$ cat config.mk
export PLATFORM = sky130hd
export DESIGN_NAME = branch_resolve
export DESIGN_NICKNAME = d
export VERILOG_FILES = /design/src/rtl/branch_resolve_pkg.sv /design/src/rtl/branch_resolve_cond.sv /design/src/rtl/branch_resolve.sv
export SDC_FILE = /design/constraint.sdc
export NUM_CORES = 1
export LEC_CHECK = 0
export ABC_AREA = 1
export BUFFER_PORTS_ARGS = -buffer_cell sky130_fd_sc_hd__buf_2
export CAP_MARGIN = 25
export CORE_MARGIN = 2
export CORE_UTILIZATION = 36
export CTS_BUF_LIST = sky130_fd_sc_hd__clkbuf_8
export CTS_CLUSTER_DIAMETER = 30
export DETAILED_ROUTE_END_ITERATION = 10
export GPL_TIMING_DRIVEN = 0
export PLACE_DENSITY = 0.85
export SLEW_MARGIN = 25
export SYNTH_ARGS = -nofsm -noshare
export SYNTH_HDL_FRONTEND = slang
export SYNTH_SLANG_ARGS = --single-unit
$ cat constraint.sdc
create_clock -name clock -period 2.52 [get_ports clock]
set_input_delay 0.252 -clock clock [delete_from_list [all_inputs] [get_ports clock]]
set_output_delay 0.252 -clock clock [all_outputs]
set_load 0.03 [all_outputs]
$ cat src/rtl/branch_resolve_pkg.sv
// Shared processor definitions for branch resolution.
//   - 5-bit opcode encodings of every control-transfer instruction
//   - default depth of the post-redirect squash window
//   - resolver FSM state type and the resolved-result struct
//   - resolve(): pure decode of taken/target from conditions and targets
package branch_resolve_pkg;

  localparam int unsigned OPC_W       = 5;
  localparam int unsigned XLEN        = 32;
  localparam int unsigned SQ_CNT_W    = 2;

  // Younger in-flight instructions killed after a taken transfer.
  localparam int unsigned SQUASH_DEPTH_DEF = 2;

  localparam logic [OPC_W-1:0] OPC_J   = 5'b00001;
  localparam logic [OPC_W-1:0] OPC_BNE = 5'b00010;
  localparam logic [OPC_W-1:0] OPC_JAL = 5'b00011;
  localparam logic [OPC_W-1:0] OPC_JR  = 5'b00100;
  localparam logic [OPC_W-1:0] OPC_BLT = 5'b00110;
  localparam logic [OPC_W-1:0] OPC_BEX = 5'b10110;

  typedef enum logic {
    ST_RUN    = 1'b0,
    ST_SQUASH = 1'b1
  } br_state_e;

  typedef struct packed {
    logic            taken;
    logic [XLEN-1:0] target;
  } br_res_t;

  // Taken decision and redirect address for one instruction. Non-branch
  // opcodes are never taken; their target is don't-care and forced to 0.
  function automatic br_res_t resolve(
    input logic [OPC_W-1:0] opcode,
    input logic             ne,
    input logic             lt,
    input logic             rstatus_nz,
    input logic [XLEN-1:0]  br_target,
    input logic [XLEN-1:0]  jmp_target,
    input logic [XLEN-1:0]  jr_target
  );
    br_res_t r;
    r.taken  = 1'b0;
    r.target = '0;
    case (opcode)
      OPC_BNE: begin r.taken = ne;         r.target = br_target;  end
      OPC_BLT: begin r.taken = lt;         r.target = br_target;  end
      OPC_J,
      OPC_JAL: begin r.taken = 1'b1;       r.target = jmp_target; end
      OPC_JR:  begin r.taken = 1'b1;       r.target = jr_target;  end
      OPC_BEX: begin r.taken = rstatus_nz; r.target = jmp_target; end
      default: begin r.taken = 1'b0;       r.target = '0;         end
    endcase
    return r;
  endfunction

endpackage

$ cat src/rtl/branch_resolve_cond.sv
// branch_cond: ne/lt flags from an ALU subtract (A - B).
//   sub_result : A - B
//   overflow   : signed overflow of that subtract
//   ne         : A != B
//   lt         : A < B (signed), sign of the true difference
// Purely combinational so the ALU can reuse it.
module branch_cond
  import branch_resolve_pkg::*;
(
  input  logic [XLEN-1:0] sub_result,
  input  logic            overflow,
  output logic            ne,
  output logic            lt
);

  assign ne = |sub_result;
  // Overflow flips the sign bit of the wrapped result.
  assign lt = sub_result[XLEN-1] ^ overflow;

endmodule

$ cat src/rtl/branch_resolve.sv
// branch_resolve: resolves control transfers one cycle after acceptance and
// kills the next SQUASH_DEPTH valid instructions after a taken one.
//   clock, reset     : rising-edge clock, synchronous active-high reset
//   stall            : freeze all state; flush is forced low while frozen
//   in_valid, opcode : instruction presented this cycle
//   sub_result, overflow, rstatus_nz : condition sources
//   pc_plus1, br_target, jmp_target, jr_target : candidate next PCs
//   out_valid, taken, next_pc, flush : registered result (latency 1)
module branch_resolve
  import branch_resolve_pkg::*;
#(
  parameter int unsigned SQUASH_DEPTH = SQUASH_DEPTH_DEF
) (
  input  logic             clock,
  input  logic             reset,
  input  logic             stall,
  input  logic             in_valid,
  input  logic [OPC_W-1:0] opcode,
  input  logic [XLEN-1:0]  sub_result,
  input  logic             overflow,
  input  logic             rstatus_nz,
  input  logic [XLEN-1:0]  pc_plus1,
  input  logic [XLEN-1:0]  br_target,
  input  logic [XLEN-1:0]  jmp_target,
  input  logic [XLEN-1:0]  jr_target,
  output logic             out_valid,
  output logic             taken,
  output logic [XLEN-1:0]  next_pc,
  output logic             flush
);

  localparam logic [SQ_CNT_W-1:0] SQ_INIT = SQUASH_DEPTH[SQ_CNT_W-1:0];

  br_state_e           state_q, state_d;
  logic [SQ_CNT_W-1:0] sq_cnt_q, sq_cnt_d;
  logic                out_valid_q, out_valid_d;
  logic                taken_q, taken_d;
  logic                flush_q, flush_d;
  logic [XLEN-1:0]     next_pc_q, next_pc_d;

  logic    ne, lt;
  logic    accept;
  br_res_t res;

  branch_cond u_cond (
    .sub_result (sub_result),
    .overflow   (overflow),
    .ne         (ne),
    .lt         (lt)
  );

  always_comb begin
    res = resolve(opcode, ne, lt, rstatus_nz, br_target, jmp_target, jr_target);
  end

  assign accept = in_valid && !stall && (state_q == ST_RUN);

  always_comb begin
    state_d     = state_q;
    sq_cnt_d    = sq_cnt_q;
    out_valid_d = out_valid_q;
    taken_d     = taken_q;
    next_pc_d   = next_pc_q;
    flush_d     = 1'b0;              // a held flush would redirect twice

    if (!stall) begin
      out_valid_d = accept;
      taken_d     = accept && res.taken;
      flush_d     = accept && res.taken;
      // Not-taken results still report the fall-through PC.
      if (accept) next_pc_d = res.taken ? res.target : pc_plus1;

      case (state_q)
        ST_RUN: begin
          if (accept && res.taken && (SQ_INIT != '0)) begin
            state_d  = ST_SQUASH;
            sq_cnt_d = SQ_INIT;
          end
        end
        ST_SQUASH: begin
          // Only real instructions consume the window; bubbles do not.
          if (in_valid) begin
            if (sq_cnt_q <= 1) begin
              state_d  = ST_RUN;
              sq_cnt_d = '0;
            end else begin
              sq_cnt_d = sq_cnt_q - 1'b1;
            end
          end
        end
        default: begin
          state_d  = ST_RUN;
          sq_cnt_d = '0;
        end
      endcase
    end
  end

  always_ff @(posedge clock) begin
    if (reset) begin
      state_q     <= ST_RUN;
      sq_cnt_q    <= '0;
      out_valid_q <= 1'b0;
      taken_q     <= 1'b0;
      flush_q     <= 1'b0;
      next_pc_q   <= '0;
    end else begin
      state_q     <= state_d;
      sq_cnt_q    <= sq_cnt_d;
      out_valid_q <= out_valid_d;
      taken_q     <= taken_d;
      flush_q     <= flush_d;
      next_pc_q   <= next_pc_d;
    end
  end

  assign out_valid = out_valid_q;
  assign taken     = taken_q;
  assign next_pc   = next_pc_q;
  assign flush     = flush_q;

endmodule

======== After elaboration in Yosys (flattened, before gate mapping) ========
Index checks and enable logic that the tools add are counted.
storage, ports and cells
  input bits .............................. 171
  bits in registers ....................... 38
  output and inout port bits .............. 35
  word-level logic and storage cells ...... 38
operators by class
  reductions and logical operators ........ 9
  eq/ne operators ......................... 8
  add/subtract/negate cells ............... 1
  mux-type cells .......................... 10
  bitwise gates (word level) .............. 3
  $lt $le $gt $ge ......................... 1
operators by type and width
  cell                   number
  $pmux W33 S5           1
  $mux W32               1
  $reduce_or A32 Y1      1
  $eq A5 B2 Y1 const B   2
  $eq A5 B3 Y1 const B   2
  $mux W2                3
  $eq A5 B1 Y1 const B   1
  $eq A5 B5 Y1 const B   1
  $pmux W2 S2            1
  $reduce_or A2 Y1       2
  $logic_and A1 B1 Y1    3
  $mux W1                3
  $reduce_and A3 Y1      1
  $le A2 B1 Y1 const B   1
  $ne A2 B1 Y1 const B   1
  $ne A2 B2 Y1 const B   1
  $not A1 Y1             2
  $pmux W1 S2            1
  $reduce_and A2 Y1      1
  $sub A2 B1 Y2 const B  1
  $logic_not A1 Y1       1
  $xor A1 B1 Y1          1

======== Logic depth before layout (Yosys ltp) ========
Gate-level depths: netlist (run 1).
  depth after elaboration ................. 6
  depth in mapped cells ................... 12
  depth with buffers taken out ............ 11

======== Cells and area by module ========
A second synthesis (run 1) with hierarchy kept.
unflattened totals
  cell total of the unflattened synthesis .. 520
  area, all modules ....................... 2832.7 um^2
modules (own cells, without submodules)
  module          instances  area each (um^2)  cells an instance  sequential area each (um^2)
  branch_resolve  1          2645.0            474                760.7
  branch_cond     1          187.7             46                 0.0

======== Least setup slack after synthesis (run 1) ========
OpenSTA, ideal clock, no wires.
  kind .................................... in2reg
  from .................................... input port sub_result[15]
  to ...................................... register next_pc_q[17], in the netlist next_pc[17]
  path buffers ............................ 1
  required time ........................... 2406 ps
  path slack .............................. 1091 ps
  cell stages on the path ................. 11
  arrival time ............................ 1316 ps
  path through ............................ nor2_1 > nand2_1 > nor2_1 > nand2_1 > o21ai_4 > nand2_8 > buf_6 > nand2_1 > nand2_1 > o21bai_1 > inv_1
on the way
  longest elaborated chain between the ends .. 3
ends and longest elaborated chain
  what                  RTL line                   text
  from (decl)           branch_resolve.sv:19       input logic [XLEN-1:0] sub_result,
  $reduce_or A32 Y1     branch_resolve_cond.sv:16  assign ne = |sub_result;
  $pmux W33 S5          branch_resolve_pkg.sv:46   case (opcode)
  $mux W32              branch_resolve.sv:71       if (accept) next_pc_d = res.taken ? res.target : pc_plus1;
  to (signal assigned)  branch_resolve.sv:113      next_pc_q <= next_pc_d;
  to (decl)             branch_resolve.sv:39       logic [XLEN-1:0] next_pc_q, next_pc_d;
No other way between the ends.
A chain may end at the register's enable or synchronous reset.

======== Worst setup path in the final report (run 1) ========
  from .................................... register state_q
  to ...................................... register next_pc_q[13], in the netlist next_pc[13]
on the way
  longest elaborated chain between the ends .. 3
ends and longest elaborated chain
  what                                RTL line               text
  from (decl)                         branch_resolve.sv:34   br_state_e state_q, state_d;
  from (signal assigned)              branch_resolve.sv:108  state_q <= state_d;
  $not A1 Y1                          --
  $logic_and A1 B1 Y1                 branch_resolve.sv:56   assign accept = in_valid && !stall && (state_q == ST_RUN);
  $reduce_and A2 Y1 (no source line)  --
No other way between the ends.

==> results.ini, run 1 <==
[routing]
dr.pass1.iters = 4
ant_nets = 0
wl_per_cell_um = 12.8
drc_errors = 0
drt_iter0_markers = 173
wirelength_um = 9860
via_per_inst = 4.75
vias = 3651

[placed_design]
routabilityCongestion = 0.858
hpwl_um = 7810
place_ws_ns = 0.665
dpl.cell_count = 761
io_buffer_count = 205
dpl_cell_area_mm2 = 0.00383

[floorplan]
chipHeight_um = 90.4
dieArea_mm2 = 0.00816
floorplan.initialDensity_pct = 37.0
coreArea_mm2 = 0.00725
placementRows = 31
design.portCount = 206
die_w_um = 90.4

[final_layout]
instances_no_fill = 769
fill_cells = 751
final_core_util_pct = 54.2
finalInstanceArea_mm2 = 0.00393
nets = 840
layout_commonest_cell = buf_2
synthToLayoutAreaGrowth_pct = 46.4
layout_common_cells = buf_2 (214), nand2_1 (126), nor2_1 (101)
num_antenna_cells = 0
drive_gt1_share_pct = 39.0

[critical_path]
arrival_ns = 1.90
start_kind = flop
critPathMaxFanout = 10
required_ns = 2.75
cp_cell_sequence = inv_1, nand2_1, clkbuf_1, nor2_1, a31o_2, nor2_1
cp_slowest_stage_delay_ns = 0.42
crit_type = reg2reg
end_kind = flop
cp_slowest_cell = clkbuf_1
cp_common_cell = nor2_1

[grt]
grt_pass1_vias = 3623
grt_max_degree = 13
grt_use_total_pct = 23.3
gr-total-overflow = 0
grt_antenna_before_repair = 0
grt_pass1_wl_um = 15800

[synthesis]
syn-cell-area_mm2 = 0.00269
syn_inst = 457
synth.net_count = 628
synth_edf_count = 0
avgSynthCellArea_um2 = 5.88
synthDistinctLibCells = 26
synthFlopType = dfxtp_1
synth_async_sr_flop_share_pct = 0
yosys_warnings = 0
ys_seq_elements = 38
yosysSeqAreaShare_pct = 28.3

[clock_tree]
cts.path.max_buffers = 2
cts-resized-gates = 0
cts.sinks = 38
cts_tree = built
hold_buffers = 0
h-tree-depth = 2
cts_buffers = 5
clk_pin_slew_ns = 0.09
root_buffer = clkbuf_8
post-cts-setup-buffers = 0
clkLatencyLatePin_ns = 0.28

[timing]
max_freq_mhz = 597
finalHoldWorstSlack_ns = 0.205
drv_slew = 0
max_slew_margin_pct = 68.9
tns_ns = 0
finalHoldViolCount = 0
fin_crit_ns = 1.68
skew_ns = 0.0117
fin_ws_ns = 0.844
rsz0062_at_grt = no
post-route-period-util_pct = 66.5
setup_viol = 0
worst_slew_pin_slew_ns = 0.467

[power]
vdd_drop_max_v = 0.000223
power_mw = 1.59
powerDensity_mw_per_mm2 = 404
power_leakage_nw = 2.22

[job]
drv_cap = 0

[run_status]
status = completed

[min_path]
hp-class = in2reg

flip-flops by register name, indices dropped and copies added (netlist names):
register	count
flush	1
next_pc	32
out_valid	1
sq_cnt_q	2
state_q	1
taken	1
cells in the mapped netlist, types with 4 or more instances:
cell type | number | area [µm²]
a21oi_1 | 17 | 85.1
a31o_2 | 11 | 96.3
buf_2 | 9 | 45.0
buf_6 | 4 | 45.0
clkbuf_1 | 10 | 37.5
dfxtp_1 | 38 | 761
inv_1 | 34 | 128
nand2_1 | 126 | 473
nand3_1 | 24 | 120
nor2_1 | 101 | 379
nor2_2 | 12 | 75.1
o21ai_0 | 37 | 185
o21ai_1 | 11 | 55.1
o21bai_1 | 5 | 37.5
metal layers:
layer / track usage (%) / routed length [µm] / share of wire [%]
met1: 27.9 / 4170 / 42
met2: 42.9 / 4860 / 49
met3: 3.84 / 657 / 6.7
met4: 6.28 / 178 / 1.8
met5: 0 / 0 / 0
worst max-delay path, delay by kind of cell (launching register included):
family | cells | cell delay, ns
AO/OA/AOI/OAI | 1 | 0.25
flip-flops | 1 | 0.41
AND/OR/NAND/NOR | 3 | 0.46
buffers and inverters | 2 | 0.50
cell families (layout without fill, tap and decap cells):
kind of cell	count (synthesis)	in the layout	share of synthesized area, %
buf+inv	62	275	10.4
simple gates	270	270	42.0
flops	38	38	28.3
compound gates	87	87	19.2
path summary, 6_finish.rpt:
| path | slack [ns] | cells after the start | to | start |
|---|---|---|---|---|
| worst min-delay path | 0.20 | 2 | out_valid | reset |
| worst min register to register | 0.47 | 2 | taken | taken |
| worst max register to register | 0.84 | 6 | next_pc[13] | state_q |
| worst max-delay path | 0.84 | 6 | next_pc[13] | state_q |
cell type report:
cell class              instances  area [µm²]  share of cell area, %
clock inverters                 2        12.5                  0.318
repair buffers                205        1030                   26.1
plain buffers                  24         135                   3.44
inverters                      38         145                   3.69
multi-input cells             357        1640                   41.8
flip-flops and latches         38         761                   19.4
clock buffers                   6        82.6                   2.10
well taps                      99         124                   3.15
where the power goes:
group	switching [mW]	leakage (nW)	internal [mW]
logic	0.277	1.86	0.200
registers	0.0198	0.312	0.640
clock network	0.230	0.0472	0.220
total	0.526	2.22	1.06
Power figures use the tool's default switching activity.
==> run 2, diff against run 1 <==
Settings changed: PLACE_DENSITY 0.85 to 0.88.
Clock period 2.52 ns to 1.4 ns, I/O delays scaled along.
==> run 2 against run 1 <==
  * Clock skew is 0.0079 ns lower
  * Flip-flop and latch count did not move
  * Clock power rose to 2.5 times the previous value
  * Routed wire length fell by 0.12%
  * Die area stayed put
  * Hold slack worse by 0.12 ns
  * Sequential share of layout area down 0.67 points
  * Global-route usage rose by 0.27 points
  * Worst setup slack worse by 0.78 ns
  * Core utilization up 2.0 points
  * Combinational power is 85% higher
  * First-iteration DRC count grew 16%
  * Highest routed layer unchanged
==> results.ini, run 2 (synthesis results as in run 1) <==
[floorplan]
placementRows = 31  ; unchanged
coreArea_mm2 = 0.00725  ; unchanged
chipHeight_um = 90.4  ; unchanged
die_w_um = 90.4  ; unchanged
dieArea_mm2 = 0.00816  ; unchanged
design.portCount = 206  ; unchanged
floorplan.initialDensity_pct = 37.0  ; unchanged

[clock_tree]
cts.sinks = 38  ; unchanged
cts.path.max_buffers = 2  ; unchanged
h-tree-depth = 2  ; unchanged
clkLatencyLatePin_ns = 0.29  ; about the same
hold_buffers = 0  ; unchanged
cts_buffers = 5  ; unchanged
cts_tree = built
root_buffer = clkbuf_8
clk_pin_slew_ns = 0.08  ; about the same

[grt]
grt_use_total_pct = 23.6  ; +0.27 points
grt_pass1_vias = 3679  ; +1.5%
grt_pass1_wl_um = 16100  ; +1.7%
grt_antenna_before_repair = 0  ; unchanged
gr-total-overflow = 0  ; unchanged
grt_max_degree = 14  ; +1

[final_layout]
finalInstanceArea_mm2 = 0.00408  ; +3.8%
synthToLayoutAreaGrowth_pct = 51.9
layout_commonest_cell = buf_2
largest_register_ffs = 32  ; unchanged
nets = 845  ; +0.60%
layout_common_cells = buf_2 (213), nand2_1 (124), nor2_1 (98)
num_antenna_cells = 0  ; unchanged
drive_gt1_share_pct = 40.9  ; +1.9 points

[timing]
worst_slew_pin_slew_ns = 0.460  ; -0.00683 ns
drv_slew = 0  ; unchanged
fin_crit_ns = 1.33
max_slew_margin_pct = 69.3  ; +0.46 points
max_freq_mhz = 749
finalHoldViolCount = 0  ; unchanged
skew_ns = 0.00382  ; -0.00786 ns
setup_viol = 0  ; unchanged
post-route-period-util_pct = 95.3
tns_ns = 0  ; unchanged
rsz0062_at_grt = no

[critical_path]
start_kind = primary input
cp_slowest_stage_delay_ns = 0.23  ; -0.19 ns
required_ns = 1.63  ; -1.12 ns
cp_cell_sequence = buf_2, nor2_1, inv_2, nor2_4, nand3_1, nand2_1, nor2_4, buf_12, buf_4, a31o_2, nor2_1
end_kind = flop
cp_slowest_cell = a31o_2
arrival_ns = 1.56  ; -0.34 ns
crit_type = in2reg
critPathMaxFanout = 10  ; unchanged

[power]
power_mw = 3.21  ; +100%
p_int_mw = 2.25  ; +110%
vdd_drop_max_v = 0.000372  ; +67%
seqPwrFrac_pct = 37.1  ; -4.5 points
switchingPower_mw = 0.963  ; +83%
power_leakage_nw = 2.29  ; +3.3%
pwr-share-clk_pct = 35.4  ; +7.0 points
powerDensity_mw_per_mm2 = 787  ; +95%
switching_share_pct = 30.0  ; -3.1 points
pwr-share-comb_pct = 27.5  ; -2.5 points

[routing]
vias = 3737  ; +2.4%
ant_nets = 0  ; unchanged
dr.pass1.iters = 5  ; +1
drc_errors = 0  ; unchanged
wl_per_cell_um = 12.7  ; -0.77%
wirelength_um = 9850  ; -0.12%
drt_iter0_markers = 200  ; +16%
via_per_inst = 4.83  ; +1.7%

[placed_design]
dpl_cell_area_mm2 = 0.00383  ; unchanged
routabilityCongestion = 0.860  ; +0.13%
io_buffer_count = 205  ; unchanged
hpwl_um = 7950  ; +1.9%

[job]
drv_cap = 0  ; unchanged

[run_status]
status = completed

[min_path]
hp-class = in2reg

## run 2: cell count changes in the layout (fill, tap and decap cells not counted), sizes merged
cell      change
buf           +6
bufinv        +2
clkbuf        -2
clkinvlp      -1
## run 2: power groups by stage
stage               clock network, mW  registers [mW]  logic, mW
floorplan                           0            1.34      0.324
global placement                    0            1.21      0.834
detailed placement                  0            1.21      0.854
CTS                              1.15            1.19      0.867
global route                     1.18            1.20      0.971
finish                           1.14            1.19      0.883
## run 2: repair_timing
item,4_1_cts,5_1_grt
gates resized for setup,8,13
pin swaps,1,6
endpoints found under the setup margin,32,32
setup buffers,2,3
## run 2: per-stage QoR
stage	hold slack (ns)	setup slack, ns	instances	util [%]
after floorplan	0.209	0.0827	457	-
after detailed placement	0.392	-0.347	761	52.9
after CTS	0.0783	0.0147	771	55.4
after global routing	0.0705	0.00165	774	56.2
after global placement	0.387	-0.285	761	52.9
final	0.0853	0.0658	774	56.2
## run 2: worst paths after layout
| kind | slack (ns) | start | depth (start not counted) | end |
|---|---|---|---|---|
| worst max register to register | 0.08 | state_q | 7 | next_pc[20] |
| worst min register to register | 0.47 | taken | 2 | taken |
| worst max-delay path | 0.07 | opcode[3] | 11 | next_pc[20] |
| worst min-delay path | 0.09 | reset | 2 | out_valid |
## run 2: routing by layer
| layer | share of wire [%] | GRT usage [%] | vias to the layer above |
|---|---|---|---|
| met3 | 6.7 | 4.17 | 13 |
| met4 | 1.2 | 7.18 | 0 |
| met5 | 0 | 0 | - |
| met2 | 51 | 43.6 | 178 |
| li1 | - | - | 1883 |
| met1 | 41 | 27.6 | 1663 |
## run 2: area by class of cell
cell class / count / area (µm²)
fill: 705 / 3180
multi-input combinational: 357 / 1660
timing repair buffer: 210 / 1090
sequential: 38 / 762
buffer: 24 / 154
inverter: 38 / 150
tap: 99 / 124
clock buffer: 5 / 68.8
clock inverter: 3 / 68.8
## run 2: worst max-delay path: cells and delay by family
kind / cells / cell delay (ns)
AND/OR/NAND/NOR: 6 / 0.67
AO/OA/AOI/OAI: 1 / 0.23
buffers and inverters: 4 / 0.50
